## src/rtl/btn_pkg.sv

```systemverilog
// Shared constants, event type and width helper for the push-button conditioner.
package btn_pkg;

    localparam int unsigned BTN_N_DEFAULT = 7;
    localparam logic [BTN_N_DEFAULT-1:0] ULX3S_BTN_ACTIVE_LOW = 7'b0000001;

    typedef enum logic [1:0] {
        EV_NONE    = 2'd0,
        EV_PRESS   = 2'd1,
        EV_RELEASE = 2'd2
    } btn_event_e;

    // Bits needed to hold 0..value-1, never less than one.
    function automatic int unsigned clog2_min1(input int unsigned value);
        int unsigned w;
        w = 1;
        while ((64'd1 << w) < 64'(value)) begin
            w = w + 1;
        end
        return w;
    endfunction

endpackage

```

## src/rtl/btn_debounce_if.sv

```systemverilog
// Button bundle: normalised raw input plus debounced level and event pulses.
interface btn_debounce_if #(
    parameter int unsigned W = 1
);
    logic [W-1:0] raw;
    logic [W-1:0] level;
    logic [W-1:0] press;
    logic [W-1:0] rel;

    modport master (output raw, input level, input press, input rel);
    modport slave  (input raw, output level, output press, output rel);
endinterface

```

## src/rtl/btn_debounce_ch.sv

```systemverilog
// One button channel: 2-FF sync, stability counter, press/release pulses.
// Auto-repeat on held buttons is built only when BTN_REPEAT_EN is defined.
module btn_debounce_ch
    import btn_pkg::*;
#(
    parameter int unsigned DEBOUNCE_CYCLES = 250000,
    parameter int unsigned REPEAT_DELAY    = 12500000,
    parameter int unsigned REPEAT_PERIOD   = 2500000
) (
    input  logic           i_clk,
    input  logic           i_reset,
    btn_debounce_if.slave  bif
);

    localparam int unsigned CNT_W = clog2_min1(DEBOUNCE_CYCLES);
    localparam logic [CNT_W-1:0] CNT_LAST = CNT_W'(DEBOUNCE_CYCLES - 1);

    if (DEBOUNCE_CYCLES < 2) begin : g_bad_debounce
        $error("btn_debounce_ch: DEBOUNCE_CYCLES must be at least 2");
    end
    if (REPEAT_DELAY < 1 || REPEAT_PERIOD < 1) begin : g_bad_repeat
        $error("btn_debounce_ch: REPEAT_DELAY and REPEAT_PERIOD must be non-zero");
    end

    logic             r_sync1;
    logic             r_sync2;
    logic             r_stable;
    logic             r_press;
    logic             r_release;
    logic [CNT_W-1:0] r_cnt;
    btn_event_e       w_event;
    logic             w_rep_fire;

    always_comb begin
        w_event = EV_NONE;
        if ((r_sync2 != r_stable) && (r_cnt == CNT_LAST)) begin
            w_event = r_sync2 ? EV_PRESS : EV_RELEASE;
        end
    end

    always_ff @(posedge i_clk) begin
        if (i_reset) begin
            r_sync1   <= 1'b0;
            r_sync2   <= 1'b0;
            r_stable  <= 1'b0;
            r_cnt     <= '0;
            r_press   <= 1'b0;
            r_release <= 1'b0;
        end else begin
            r_sync1 <= bif.raw[0];
            r_sync2 <= r_sync1;
            // Any sample matching the accepted level restarts the count.
            if (r_sync2 == r_stable) begin
                r_cnt <= '0;
            end else if (w_event != EV_NONE) begin
                r_stable <= r_sync2;
                r_cnt    <= '0;
            end else begin
                r_cnt <= r_cnt + CNT_W'(1);
            end
            r_press   <= (w_event == EV_PRESS) | w_rep_fire;
            r_release <= (w_event == EV_RELEASE);
        end
    end

`ifdef BTN_REPEAT_EN
    localparam int unsigned REP_MAX = (REPEAT_DELAY > REPEAT_PERIOD) ? REPEAT_DELAY : REPEAT_PERIOD;
    localparam int unsigned REP_W   = clog2_min1(REP_MAX + 1);

    logic [REP_W-1:0] r_rcnt;
    logic             r_rphase;
    logic [REP_W-1:0] w_rep_last;

    // First repeat waits REPEAT_DELAY, later ones REPEAT_PERIOD; a release edge wins.
    always_comb begin
        w_rep_last = r_rphase ? REP_W'(REPEAT_PERIOD - 1) : REP_W'(REPEAT_DELAY - 1);
        w_rep_fire = r_stable && (w_event == EV_NONE) && (r_rcnt == w_rep_last);
    end

    always_ff @(posedge i_clk) begin
        if (i_reset || !r_stable || (w_event != EV_NONE)) begin
            r_rcnt   <= '0;
            r_rphase <= 1'b0;
        end else if (w_rep_fire) begin
            r_rcnt   <= '0;
            r_rphase <= 1'b1;
        end else begin
            r_rcnt <= r_rcnt + REP_W'(1);
        end
    end
`else
    assign w_rep_fire = 1'b0;
`endif

    assign bif.level = r_stable;
    assign bif.press = r_press;
    assign bif.rel   = r_release;

endmodule

```

## src/rtl/btn_debounce.sv

```systemverilog
// ULX3S push-button conditioner: polarity normalisation and per-channel debounce.
// Optional auto-repeat of o_press is enabled by defining BTN_REPEAT_EN.
module btn_debounce
    import btn_pkg::*;
#(
    parameter int unsigned        N_BTN           = BTN_N_DEFAULT,
    parameter logic [N_BTN-1:0]   ACTIVE_LOW_MASK = N_BTN'(ULX3S_BTN_ACTIVE_LOW),
    parameter int unsigned        DEBOUNCE_CYCLES = 250000,
    parameter int unsigned        REPEAT_DELAY    = 12500000,
    parameter int unsigned        REPEAT_PERIOD   = 2500000
) (
    input  logic             i_clk,
    input  logic             i_reset,
    input  logic [N_BTN-1:0] btn,
    output logic [N_BTN-1:0] o_level,
    output logic [N_BTN-1:0] o_press,
    output logic [N_BTN-1:0] o_release
);

    logic [N_BTN-1:0] w_norm;

    assign w_norm = btn ^ ACTIVE_LOW_MASK;

    for (genvar g = 0; g < N_BTN; g++) begin : g_ch
        btn_debounce_if #(.W(1)) u_if ();

        assign u_if.raw = w_norm[g];

        btn_debounce_ch #(
            .DEBOUNCE_CYCLES(DEBOUNCE_CYCLES),
            .REPEAT_DELAY   (REPEAT_DELAY),
            .REPEAT_PERIOD  (REPEAT_PERIOD)
        ) u_ch (
            .i_clk  (i_clk),
            .i_reset(i_reset),
            .bif    (u_if)
        );

        assign o_level[g]   = u_if.level[0];
        assign o_press[g]   = u_if.press[0];
        assign o_release[g] = u_if.rel[0];
    end

endmodule

```

## config.mk

```make
export PLATFORM = sky130hd
export DESIGN_NAME = btn_debounce
export DESIGN_NICKNAME = d
export VERILOG_FILES = /design/src/rtl/btn_pkg.sv /design/src/rtl/btn_debounce_if.sv /design/src/rtl/btn_debounce_ch.sv /design/src/rtl/btn_debounce.sv
export SDC_FILE = /design/constraint.sdc
export NUM_CORES = 1
export LEC_CHECK = 0
export BUFFER_PORTS_ARGS = -buffer_cell sky130_fd_sc_hd__buf_2
export CORE_MARGIN = 2
export CORE_UTILIZATION = 60
export CTS_BUF_LIST = sky130_fd_sc_hd__clkbuf_4 sky130_fd_sc_hd__clkbuf_8
export DETAILED_ROUTE_END_ITERATION = 16
export GPL_TIMING_DRIVEN = 0
export PLACE_DENSITY_LB_ADDON = 0.12
export SLEW_MARGIN = 20
export SYNTH_ARGS = -nofsm -noshare
export SYNTH_HDL_FRONTEND = slang
export SYNTH_HIERARCHICAL = 1
export SYNTH_SLANG_ARGS = --single-unit
```

## constraint.sdc

```tcl
create_clock -name i_clk -period 1.8 [get_ports i_clk]
set_input_delay 0.45 -clock i_clk [delete_from_list [all_inputs] [get_ports i_clk]]
set_output_delay 0.45 -clock i_clk [all_outputs]
set_load 0.1 [all_outputs]
```

# After elaboration in Yosys (flattened, before gate mapping)

Cells that the tools add are included.

Logic and storage cells: 134
Register bits: 161
Output and inout port bits: 21

Bitwise operators: 8
Reductions and logical operators: 28
Add/sub/neg operators: 7
Multiplexer cells: 14
Equal/unequal tests: 35

Operators with widths:

| operator                | number |
|---|---|
| $add A18 B1 Y18 const B | 7 |
| $eq A18 B18 Y1 const B  | 7 |
| $mux W2                 | 14 |
| $reduce_or A3 Y1        | 7 |
| $eq A2 B1 Y1 const B    | 7 |
| $eq A2 B2 Y1 const B    | 7 |
| $reduce_and A2 Y1       | 7 |
| $reduce_bool A2 Y1      | 7 |
| $not A1 Y1              | 8 |
| $eq A1 B1 Y1            | 7 |
| $logic_and A1 B1 Y1     | 7 |
| $ne A1 B1 Y1            | 7 |

# Longest topological paths before layout

Word-level depth: 5
Gate-level depth with buffers: 5

# Hierarchy

Netlist, hierarchy kept.

Modules (own cells, without submodules):

| module          | area each (um^2) | sequential area each (um^2) | cells each | instances |
|---|---|---|---|---|
| btn_debounce_ch | 1,011.0          | 460.4                       | 106        | 7 |
| btn_debounce    | 161.4            | 0.0                         | 22         | 1 |

# Least setup slack after synthesis

OpenSTA, ideal clock, no wires.

Kind: reg-to-reg
Start point: reg g_ch[0].u_ch.r_cnt[0]
End point: reg g_ch[0].u_ch.r_cnt[1]
Setup slack: 149 ps
Arrival: 1,534 ps
Data required time: 1,684 ps
Stages on the path, launching flop included: 5
Cells stage by stage: dfxtp_1 > ha_1 > nand3_1 > or4_4 > and3_2

Cells in the longest elaborated chain, start to end: 5
Elaborated cells on any way between the ends: 6
Those cells by class: 1 x add/sub; 1 x eq/ne; 1 x mux; 3 x reduce/logical

Ends and longest elaborated chain:

| item                                                                    | RTL line              | text |
|---|---|---|
| start, declared                                                         | btn_debounce_ch.sv:30 | `logic [CNT_W-1:0] r_cnt;` |
| start signal, assigned                                                  | btn_debounce_ch.sv:59 | `r_cnt <= r_cnt + CNT_W'(1);` |
| parallel branches: the longest is 5 deep, another holds $add A18 B1 Y18 | -                     |  |

Several ways; the timed one is not identified.
A chain may end at the register's enable or synchronous reset.

# Worst setup path after layout

Start point: reg g_ch[4].u_ch.r_cnt[9]
End point: reg g_ch[4].u_ch.r_cnt[11]

Cells in the longest elaborated chain, start to end: 5
Elaborated cells on any way between the ends: 6
Those cells by class: 1 x add/sub; 1 x eq/ne; 1 x mux; 3 x reduce/logical

Ends and longest elaborated chain:

| item                                                                    | RTL line |
|---|---|
| start, declared                                                         | btn_debounce_ch.sv:30 |
| start signal, assigned                                                  | btn_debounce_ch.sv:59 |
| parallel branches: the longest is 5 deep, another holds $add A18 B1 Y18 | - |

Several ways; the timed one is not identified.

==> flow_summary.toml <==
[status]
run_status = "completed"

[drt]
ant_nets = 0
wl_per_cell_um = 13.4
wl_um = 13200
routed-via-count = 5497
drt-vias-per-instance = 5.59
firstDrtPassIters = 7
post-route-drc-count = 0
detailedRoute.firstIterationViolations = 300

[global_route]
grt_overflow = 0
maximum_number_of_pins_on_one_net_before_global_route_repair = 50
initial_antenna_violation_count = 0
grt_pass1_wl_um = 22700
grt_util_all_layers = 0.214
first_global_vias = 5060

[timing]
setup-violations-final = 0
fin_crit_sh = 0.976
final_period_minus_worst_setup_slack_ns = 1.76
hold_violations = 0
fmaxAchievable_mhz = 569
clock_skew_ns = 0.00861
timing.slew.headroom = 0.425
maxSlewViolCount = 0
transition_at_the_pin_with_the_smallest_max_transition_slack_ns = 0.862
final_critical_path_setup_slack_ns = 0.0431

[finish]
ff_latch_area_sq_mm = 0.00323
final_design_area_no_fill_sq_mm = 0.00823
nFillCells = 943
footprint_of_the_multi_input_gates_sq_mm = 0.00386
flow.area_growth_from_synthesis_pct = 13.7
antenna_cells_inserted = 0
design.final.nets = 842
drive_gt1_frac = 0.190

[logic_synthesis]
ys_warn_count = 6
largest_family_of_logic_cells_by_synthesized_area = "simple AND/OR/NAND/NOR gates"
adder_and_majority_gate_portion_of_the_synthesized_area = 0.0121
synthMuxAreaShare = 0.00968
post_synth_and_or_nand_nor_area_fraction = 0.321
synthDistinctLibCells = 28
syn_area_per_cell_sq_um = 9.47
netlist_area_sq_mm = 0.00724
synth_xor_area_frac = 0.127
synth.ff_latch_count = 161
yosysSeqAreaShare = 0.445
synthCells = 764
synth_area_in_compound_gates = 0.0448
synth_fp_nets = 780

[setup_path]
setup.worst_path.class = "flip-flop to flip-flop"
cp_max_delay_cell = "sky130_fd_sc_hd__o41ai_4"
cp.arrival_ns = 2.09
worstPathCellList = "nor4b_2 > nand2_1 > o41ai_4 > buf_6 > nor2_1"
regToRegSetupSlack_ns = 0.04
path_max_fanout = 10
worst_r2r_startpoint = "g_ch[4].u_ch/r_cnt[9]$_SDFF_PP0_"
timing.critical_path.to = "g_ch[4].u_ch/r_cnt[11]$_SDFF_PP0_"
worstReg2RegEnd = "g_ch[4].u_ch/r_cnt[11]$_SDFF_PP0_"
r2r_cells = 5
cp-end-kind = "flip-flop"
worst_path_largest_cell_delay_ns = 0.55
worst_setup_path_start_kind = "flip-flop"
critical_path_required_ns = 2.13
timing.critical_path.from = "g_ch[4].u_ch/r_cnt[9]$_SDFF_PP0_"

[floorplanning]
core_region_area_sq_mm = 0.0119
i_o_pins = 30
die-area_sq_mm = 0.0130
fp.dieW_um = 114
die_height_um = 114
placement_rows = 40
start_util = 0.608

[clock_tree]
tritoncts = "built"
clkTransAtPathRegs_ns = 0.07
cts_buffer_depth = 2
htree_levels = 4
clock_latency_of_the_later_clocked_register_in_the_worst_skew_pair_ns = 0.44
cts_num_sinks = 161
clockRootBuffer = "sky130_fd_sc_hd__clkbuf_8"
holdBufCountCts = 0
cts_buffers = 17

[place]
place_congestion = 0.834
hpwlAfterDp_um = 9160
place_ws_ns = -0.0793
postPlaceCellArea_sq_mm = 0.00757
buffer_ports.inserted = 29

[pwr]
power.static_leakage_uw = 0.00269
max_ir_drop_vdd_v = 0.000619
power_per_cell_area_mw_per_mm2 = 772

[min_path]
hold_path_class = "input pin to flip-flop"

[run]
max_cap_viol_count = 0
## worst min path at each step
stage / start / to / slack (ns) / cells past startpoint
CTS: btn[3] / g_ch[3].u_ch/r_sync1$_SDFF_PP0_ / 0.19 / 2
floorplan: g_ch[0].u_ch/r_sync1$_SDFF_PP0_ / g_ch[0].u_ch/r_sync2$_SDFF_PP0_ / 0.41 / 1
detailed placement: g_ch[4].u_ch/r_sync1$_SDFF_PP0_ / g_ch[4].u_ch/r_sync2$_SDFF_PP0_ / 0.42 / 1
global route: btn[2] / g_ch[2].u_ch/r_sync1$_SDFF_PP0_ / 0.21 / 2
global placement: g_ch[2].u_ch/r_sync1$_SDFF_PP0_ / g_ch[2].u_ch/r_sync2$_SDFF_PP0_ / 0.42 / 1
finish: btn[3] / g_ch[3].u_ch/r_sync1$_SDFF_PP0_ / 0.21 / 2
## synth_stat cells
library cell	instances	area (sq um)
sky130_fd_sc_hd__a21oi_1	14	70.1
sky130_fd_sc_hd__and2_1	14	87.6
sky130_fd_sc_hd__and3_2	7	52.6
sky130_fd_sc_hd__and4_1	7	61.3
sky130_fd_sc_hd__buf_4	21	158
sky130_fd_sc_hd__buf_6	7	78.8
sky130_fd_sc_hd__dfxtp_1	161	3220
sky130_fd_sc_hd__ha_1	7	87.6
sky130_fd_sc_hd__inv_1	15	56.3
sky130_fd_sc_hd__mux2i_1	7	70.1
sky130_fd_sc_hd__nand2_1	35	131
sky130_fd_sc_hd__nand2b_1	28	175
sky130_fd_sc_hd__nand3_1	49	245
sky130_fd_sc_hd__nand4_1	28	175
sky130_fd_sc_hd__nand4_2	7	87.6
sky130_fd_sc_hd__nor2_1	119	447
sky130_fd_sc_hd__nor2b_1	14	87.6
sky130_fd_sc_hd__nor3_1	21	105
sky130_fd_sc_hd__nor4_1	42	263
sky130_fd_sc_hd__nor4b_1	14	123
sky130_fd_sc_hd__o41ai_1	7	61.3
sky130_fd_sc_hd__o41ai_4	7	193
sky130_fd_sc_hd__or3b_4	7	78.8
sky130_fd_sc_hd__or4_1	7	52.6
sky130_fd_sc_hd__or4_4	7	78.8
sky130_fd_sc_hd__or4b_1	7	70.1
sky130_fd_sc_hd__xnor2_1	56	490
sky130_fd_sc_hd__xor2_1	49	429
## cell usage in the layout, fill, tap and decap left out, drive strengths merged
| cell | n |
|---|---|
| nor4 | 42 |
| nor4b | 14 |
| and3 | 7 |
| buf | 70 |
| nand4 | 35 |
| nor2 | 119 |
| nand2b | 28 |
| bufinv | 3 |
| nor3 | 21 |
| or4 | 14 |
| xor2 | 49 |
| mux2i | 7 |
| a21oi | 14 |
| nor2b | 14 |
| and2 | 14 |
| clkinv | 2 |
| ha | 7 |
| and4 | 7 |
| clkinvlp | 1 |
| or4b | 7 |
| o41ai | 14 |
| xnor2 | 56 |
| dfxtp | 161 |
| nand2 | 35 |
| inv | 15 |
| or3b | 7 |
| clkbuf | 24 |
| nand3 | 49 |
## critical path: cells and delay by family (launching register included)
| family | cells | cell delay (ns) |
|---|---|---|
| simple gates | 3 | 0.51 |
| buf+inv | 1 | 0.21 |
| flops | 1 | 0.37 |
| compound gates | 1 | 0.55 |
## area by class of cell
cell class / count / share of cell area
clock buffer: 23 / 0.0354
clock inverter: 6 / 0.0131
sequential: 161 / 0.392
multi-input combinational: 560 / 0.469
timing repair buffer: 43 / 0.0328
tap: 147 / 0.0223
buffer: 28 / 0.0287
inverter: 15 / 0.00684
## state kept, by name (all words and copies together), names as in the netlist
name / flops
g_ch.u_ch/r_cnt: 126
g_ch.u_ch/bif.level: 7
g_ch.u_ch/bif.press: 7
g_ch.u_ch/bif.rel: 7
g_ch.u_ch/r_sync1: 7
g_ch.u_ch/r_sync2: 7
## through the flow
stage	power, uW	std cells	utilization	TNS (ns)	hold slack, ns
6_report	6350	983	0.691	0	0.211
5_1_grt	6590	983	0.691	-0.224	0.206
4_1_cts	6420	977	0.679	0	0.190
3_5_place_dp	3770	940	0.635	-3.32	0.423
3_3_place_gp	3760	940	0.635	-1.59	0.417
2_1_floorplan	3730	764	-	0	0.414
## power by group
part           leakage, uW  switching (uW)  total [uW]  internal [uW]
clock             0.000205            1180        2650           1480
sequential         0.00130            13.3        3590           3580
combinational      0.00118            55.8         107           50.7
## timing repair
item,in CTS,in global routing
endpoints found under the setup margin,91,80
pin swaps,4,6
setup buffers,8,6
gates resized for setup,20,17
## kinds of logic after synthesis
kind of cell / after synthesis
adder cells (fa/ha/maj): 7
AO/OA/AOI/OAI: 28
flip-flops: 161
AND/OR/NAND/NOR: 413
multiplexers: 7
buffers and inverters: 43
XOR/XNOR: 105
## metal layers
layer	part of all wire	up-vias	routed length, um	global-route usage
met5	0	-	0	0
met4	0.015	0	198	0.0764
met3	0.037	16	485	0.0526
met2	0.46	102	6060	0.349
met1	0.49	2561	6430	0.278
li1	-	2818	-	-
Note: power is estimated with default switching activity, not from simulation.
